File: config.mk
export PLATFORM = sky130hd
export DESIGN_NAME = qed_dup_queue
export DESIGN_NICKNAME = d
export VERILOG_FILES = /design/src/rtl/qed_dup_queue.sv
export SDC_FILE = /design/constraint.sdc
export NUM_CORES = 1
export LEC_CHECK = 0
export ABC_AREA = 1
export CELL_PAD_IN_SITES_DETAIL_PLACEMENT = 1
export CELL_PAD_IN_SITES_GLOBAL_PLACEMENT = 1
export CORE_MARGIN = 2
export CORE_UTILIZATION = 42
export CTS_CLUSTER_SIZE = 10
export DETAILED_ROUTE_END_ITERATION = 16
export PLACE_DENSITY_LB_ADDON = 0.1
export SYNTH_ARGS = -nofsm -noshare
export SYNTH_HDL_FRONTEND = slang
export SYNTH_SLANG_ARGS = --single-unit
File: constraint.sdc
create_clock -name clk -period 4.57 [get_ports clk]
set_clock_uncertainty 0.1 [all_clocks]
set_input_delay 1.1425 -clock clk [delete_from_list [all_inputs] [get_ports clk]]
set_output_delay 1.1425 -clock clk [all_outputs]
set_load 0.05 [all_outputs]
File: src/rtl/qed_dup_queue.sv
// SQED duplicate-instruction queue: forwards originals to decode, stores remapped copies, replays them in DUP mode.
// Optional build macro QED_PAIR_COUNT_EN adds orig/dup pair counters and the qed_check trigger.
module qed_dup_queue #(
  parameter int                       INSN_W      = 32,
  parameter int                       REG_W       = 5,
  parameter int                       DEPTH       = 8,
  parameter int                       MEM_OFS_W   = 2,
  parameter logic [MEM_OFS_W-1:0]     MEM_OFS_VAL = 2'b01,
  parameter logic [INSN_W-1:0]        NOP_INSN    = 32'h1500_0000
) (
  input  logic                        clk,
  input  logic                        rst_n,
  input  logic                        in_valid,
  input  logic                        stall,
  input  logic                        exec_dup,
  input  logic [INSN_W-1:0]           in_instruction,
  input  logic                        is_lw,
  input  logic                        is_sw,
  input  logic                        is_aluimm,
  input  logic                        is_alureg,
  output logic                        in_ready,
  output logic [INSN_W-1:0]           qed_instruction,
  output logic                        qed_valid,
  output logic [$clog2(DEPTH):0]      fifo_count,
  output logic                        overflow
`ifdef QED_PAIR_COUNT_EN
  ,
  output logic [15:0]                 orig_count,
  output logic [15:0]                 dup_count,
  output logic                        qed_check
`endif
);

  localparam int PW = $clog2(DEPTH);
  localparam int CW = PW + 1;
  localparam logic [CW-1:0] DEPTH_C = CW'(DEPTH);

  // Handshake: an original transfers on a clk edge where in_valid & in_ready & !stall;
  // in_ready depends only on mode and occupancy, never on in_valid.

  logic [INSN_W-1:0] mem [DEPTH];
  logic [PW-1:0]     wr_ptr;
  logic [PW-1:0]     rd_ptr;
  logic [INSN_W-1:0] dup_insn;
  logic              full;
  logic              accept;
  logic              pop;
  logic              drop;

  // Index 0 is the hardwired zero register and must stay shared between halves.
  function automatic logic [4:0] remap_reg(input logic [4:0] r);
    remap_reg = r;
    if (r != 5'd0) begin
      remap_reg = '0;
      remap_reg[REG_W-1:0] = {1'b1, r[REG_W-2:0]};
    end
  endfunction

  always_comb begin
    dup_insn = in_instruction;
    if (is_lw) begin
      dup_insn[25:21]              = remap_reg(in_instruction[25:21]);
      dup_insn[20:16]              = remap_reg(in_instruction[20:16]);
      dup_insn[15 -: MEM_OFS_W]    = MEM_OFS_VAL;
    end else if (is_sw) begin
      dup_insn[25 -: MEM_OFS_W]    = MEM_OFS_VAL;
      dup_insn[20:16]              = remap_reg(in_instruction[20:16]);
      dup_insn[15:11]              = remap_reg(in_instruction[15:11]);
    end else if (is_alureg) begin
      dup_insn[25:21]              = remap_reg(in_instruction[25:21]);
      dup_insn[20:16]              = remap_reg(in_instruction[20:16]);
      dup_insn[15:11]              = remap_reg(in_instruction[15:11]);
    end else if (is_aluimm) begin
      dup_insn[25:21]              = remap_reg(in_instruction[25:21]);
      dup_insn[20:16]              = remap_reg(in_instruction[20:16]);
    end
  end

  assign full     = (fifo_count == DEPTH_C);
  assign in_ready = !exec_dup && !full;
  assign accept   = in_valid && in_ready && !stall;
  assign pop      = exec_dup && (fifo_count != '0) && !stall;
  assign drop     = in_valid && !exec_dup && full && !stall;

  // Storage needs no reset: pointers and count define which entries are live.
  always_ff @(posedge clk) begin
    if (accept) mem[wr_ptr] <= dup_insn;
  end

  always_ff @(posedge clk) begin
    if (!rst_n) begin
      wr_ptr          <= '0;
      rd_ptr          <= '0;
      fifo_count      <= '0;
      qed_instruction <= NOP_INSN;
      qed_valid       <= 1'b0;
      overflow        <= 1'b0;
    end else if (!stall) begin
      if (accept) begin
        wr_ptr          <= wr_ptr + 1'b1;
        fifo_count      <= fifo_count + 1'b1;
        qed_instruction <= in_instruction;
        qed_valid       <= 1'b1;
      end else if (pop) begin
        rd_ptr          <= rd_ptr + 1'b1;
        fifo_count      <= fifo_count - 1'b1;
        qed_instruction <= mem[rd_ptr];
        qed_valid       <= 1'b1;
      end else begin
        qed_instruction <= NOP_INSN;
        qed_valid       <= 1'b0;
      end
      if (drop) overflow <= 1'b1;
    end
  end

`ifdef QED_PAIR_COUNT_EN
  always_ff @(posedge clk) begin
    if (!rst_n) begin
      orig_count <= '0;
      dup_count  <= '0;
    end else begin
      if (accept && orig_count != 16'hFFFF) orig_count <= orig_count + 1'b1;
      if (pop && dup_count != 16'hFFFF)     dup_count  <= dup_count + 1'b1;
    end
  end

  assign qed_check = (orig_count == dup_count) && (orig_count != 16'd0) &&
                     (fifo_count == '0) && !stall;
`endif

endmodule

==> flow_summary.yaml <==
pwr:
  power_frac_comb_pct: 14.0
  p_int_uw: 4840
  total_power_uw: 6610
  swShare_pct: 26.8
  peakVddDrop_mv: 0.313
  p_leak_uw: 0.00570
  p_per_area_nw_per_um2: 442
  p_seq_share_pct: 47.3
  p_clk_share_pct: 38.7
  switching_power_uw: 1770
grt:
  grt_pass1_vias: 9334
  grt_max_degree: 73
  grt_usage_pct: 21.9
  grt_antenna_before_repair: 0
  grt_pass1_wl_um: 52600
  overflow: 0
sta:
  hold_violations: 0
  rsz0062_at_grt: "no"
  max_freq_ghz: 0.268
  slew_headroom_pct: 29.4
  setup_tns_ns: 0
  finalMaxSlewViolations: 0
  period_needed_ns: 3.73
  fin_crit_sh_pct: 81.6
  setup_viol: 0
  tightestPinTransition_ns: 1.06
critical_path:
  end_kind: "output port"
  slowest_stage: "clkdlybuf4s50_1"
  cpMostUsedCell: "clkdlybuf4s50_1"
  r2r_slack_ns: 1.71
  path_buf_inv: 2
  crit_chain: "clkdlybuf4s50_1 -> nor2_1 -> clkdlybuf4s50_1"
  required_ns: 3.33
  cp-start-kind: "input port"
  critPathMaxFanout: 2
  crit_family: "buffers and inverters"
  crit_arrival_ns: 2.48
  path_class: "in2out"
  cpPeakStageDelay_ns: 0.80
synth:
  synthAdderAreaFrac_pct: 0.550
  ys_seq_area_share_pct: 67.7
  synth_top_family_by_area: "simple AND/OR/NAND/NOR gates"
  synth_warnings: 0
  synth_compound_gate_area_share_pct: 3.14
  synthSimpleGateAreaFrac_pct: 22.3
  yosysUniqueCellTypes: 32
  synthMuxAreaShare_pct: 0
  synth_nets: 1278
  synth_seq_cells: 303
  synth_xor_area_share_pct: 0.0687
  synth.cell_area_um2: 12700
  syn_inst: 1232
  avgSynthCellArea_um2: 10.3
route:
  drt-pass1-iter-count: 4
  drt_iter0_drc: 522
  drt_wl_total_um: 33700
  post_drt_wl_per_cell_um: 19.6
  num_vias: 8985
  viasPerCell: 5.23
  drc: 0
  postRouteAntennaNets: 0
floorplanning:
  ios: 80
  fp-row-count: 63
  initial_utilization_pct: 42.8
  die_x_um: 178
  core_um2: 29800
  die_h_um: 178
  dieArea_um2: 31800
cts:
  cts.sinks: 303
  cts_buffer_depth: 3
  cts_hold_buffers: 0
  clk_latency_ns: 0.51
  postCtsSetupBuffers: 0
  htreeDepth: 2
  path_clk_slew_ns: 0.05
  cts_root_buf: "clkbuf_16"
  numCtsBuffers: 37
  cts_resized: 0
  cts_tree: "done"
min_path:
  hp-class: "reg2reg"
cells_and_area:
  layoutNonFillerInstCount: 1719
  nets: 1352
  syn_to_final_growth_pct: 17.4
  n_antenna_cell: 0
  fillers: 3281
  finish.utilization_pct: 50.2
  layout-drive-gt1-share_pct: 6.92
  stdcell_area_um2: 15000
flow_run:
  maxCapViolCount: 0
placement:
  dp.cells: 1657
  io_buffers: 79
  hpwl_um: 18600
  gp_congestion: 0.709
  dpl-instance-area_um2: 13900
outcome:
  status: "finished clean"
worst register-to-register path, stage by stage, from the launching register on:
cell,delay [ns]
dfxtp_1,0.45
nor2_2,0.09
nand3_2,0.07
buf_4,0.44
nand2_2,0.35
nor2_1,0.25
inv_2,0.14
nor2_4,0.37
buf_12,0.28
Yosys cell counts:
master    instances  area, um2
nand2_1         340       1280
edfxtp_1        256       7690
nand3_1         206       1030
inv_1           108        405
nor2_1           75        282
dfxtp_1          47        941
a21oi_1          44        220
buf_2            29        145
o21ai_0          29        145
clkbuf_1         18       67.6
buf_4            16        120
or2_0            11       68.8
or2_2            10       62.6
or2_1             9       56.3
inv_2             5       18.8
nor3_1            5       25.0
ha_1              4       50.1
o21ai_1           4       20.0
buf_1             2       7.51
clkbuf_2          2       10.0
a22oi_1           1       7.51
and3_1            1       6.26
buf_6             1       11.3
clkinv_1          1       3.75
fa_1              1       20.0
nand2_2           1       6.26
nand3_2           1       10.0
nor2_2            1       6.26
nor2_4            1       11.3
nor4_1            1       6.26
o21bai_1          1       7.51
xnor2_1           1       8.76
area by class of cell:
class	count	area [um2]	area share, %
Clock buffer	59	1010	6.74
Timing Repair Buffer	103	1010	6.74
Tap cell	390	488	3.26
Multi-Input combinational cell	747	3380	22.6
Clock inverter	3	16.3	0.109
Inverter	114	429	2.87
Sequential cell	303	8640	57.7
kinds of logic (layout without fill, tap and decap cells):
family | count (synthesis) | count (layout)
adders and majority gates | 5 | 5
xor gates and xnor gates | 1 | 1
buffers and inverters | 182 | 279
and+or+nand+nor | 662 | 662
AOI/OAI and AO/OA | 79 | 79
DFF | 303 | 303
layer usage:
layer | up-vias | track usage [%] | share of wire [%]
li1 | 4265 | - | -
met1 | 4499 | 29.3 | 45
met2 | 177 | 38.0 | 50
met3 | 44 | 2.90 | 4.0
met4 | 0 | 5.12 | 1.7
met5 | - | 0 | 0
flip-flops by register name, summed over array words and instances, names as in the netlist, named ones only:
name,count
rd_ptr,3
mem,256
wr_ptr,3
overflow,1
fifo_count,4
qed_valid,1
qed_instruction,32
path summary, 6_finish.rpt:
check | endpoint | cells past startpoint | startpoint
max reg2reg | mem[3][29] | 8 | fifo_count[0]
min reg2reg | overflow | 2 | overflow
min | overflow | 2 | overflow
max | in_ready | 3 | exec_dup
per-stage QoR:
| step | hold slack [ns] | worst slack, ns |
|---|---|---|
| 6_report | 0.379 | 0.843 |
| 5_1_grt | 0.428 | 0.793 |
| 4_1_cts | 0.386 | 0.832 |
| 3_3_place_gp | 0.363 | 0.841 |
| 3_5_place_dp | 0.367 | 0.844 |
| 2_1_floorplan | 0.348 | 0.185 |
placed cells by master (no fill, tap or decap), types with 3 or more instances in the layout:
master             n
or2_2             10
nand2_1          340
inv_1            108
o21ai_0           29
clkdlybuf4s50_1   79
nand3_1          206
dfxtp_1           45
o21ai_1            4
inv_2              4
edfxtp_1         256
ha_1               4
a21oi_1           44
clkbuf_1          22
nor2_1            71
buf_12             3
or2_0             11
or2_1              9
nor3_2             4
buf_4             21
nor2_4             5
clkbuf_16         37
power groups by stage:
stage	registers [uW]	clock network, uW	logic [uW]
6_report	3130	2560	927
3_5_place_dp	3180	0	937
4_1_cts	3130	2610	945
3_3_place_gp	3190	0	921
5_1_grt	3140	2720	1030
2_1_floorplan	3260	0	550
(Power assumes the default switching activity.)
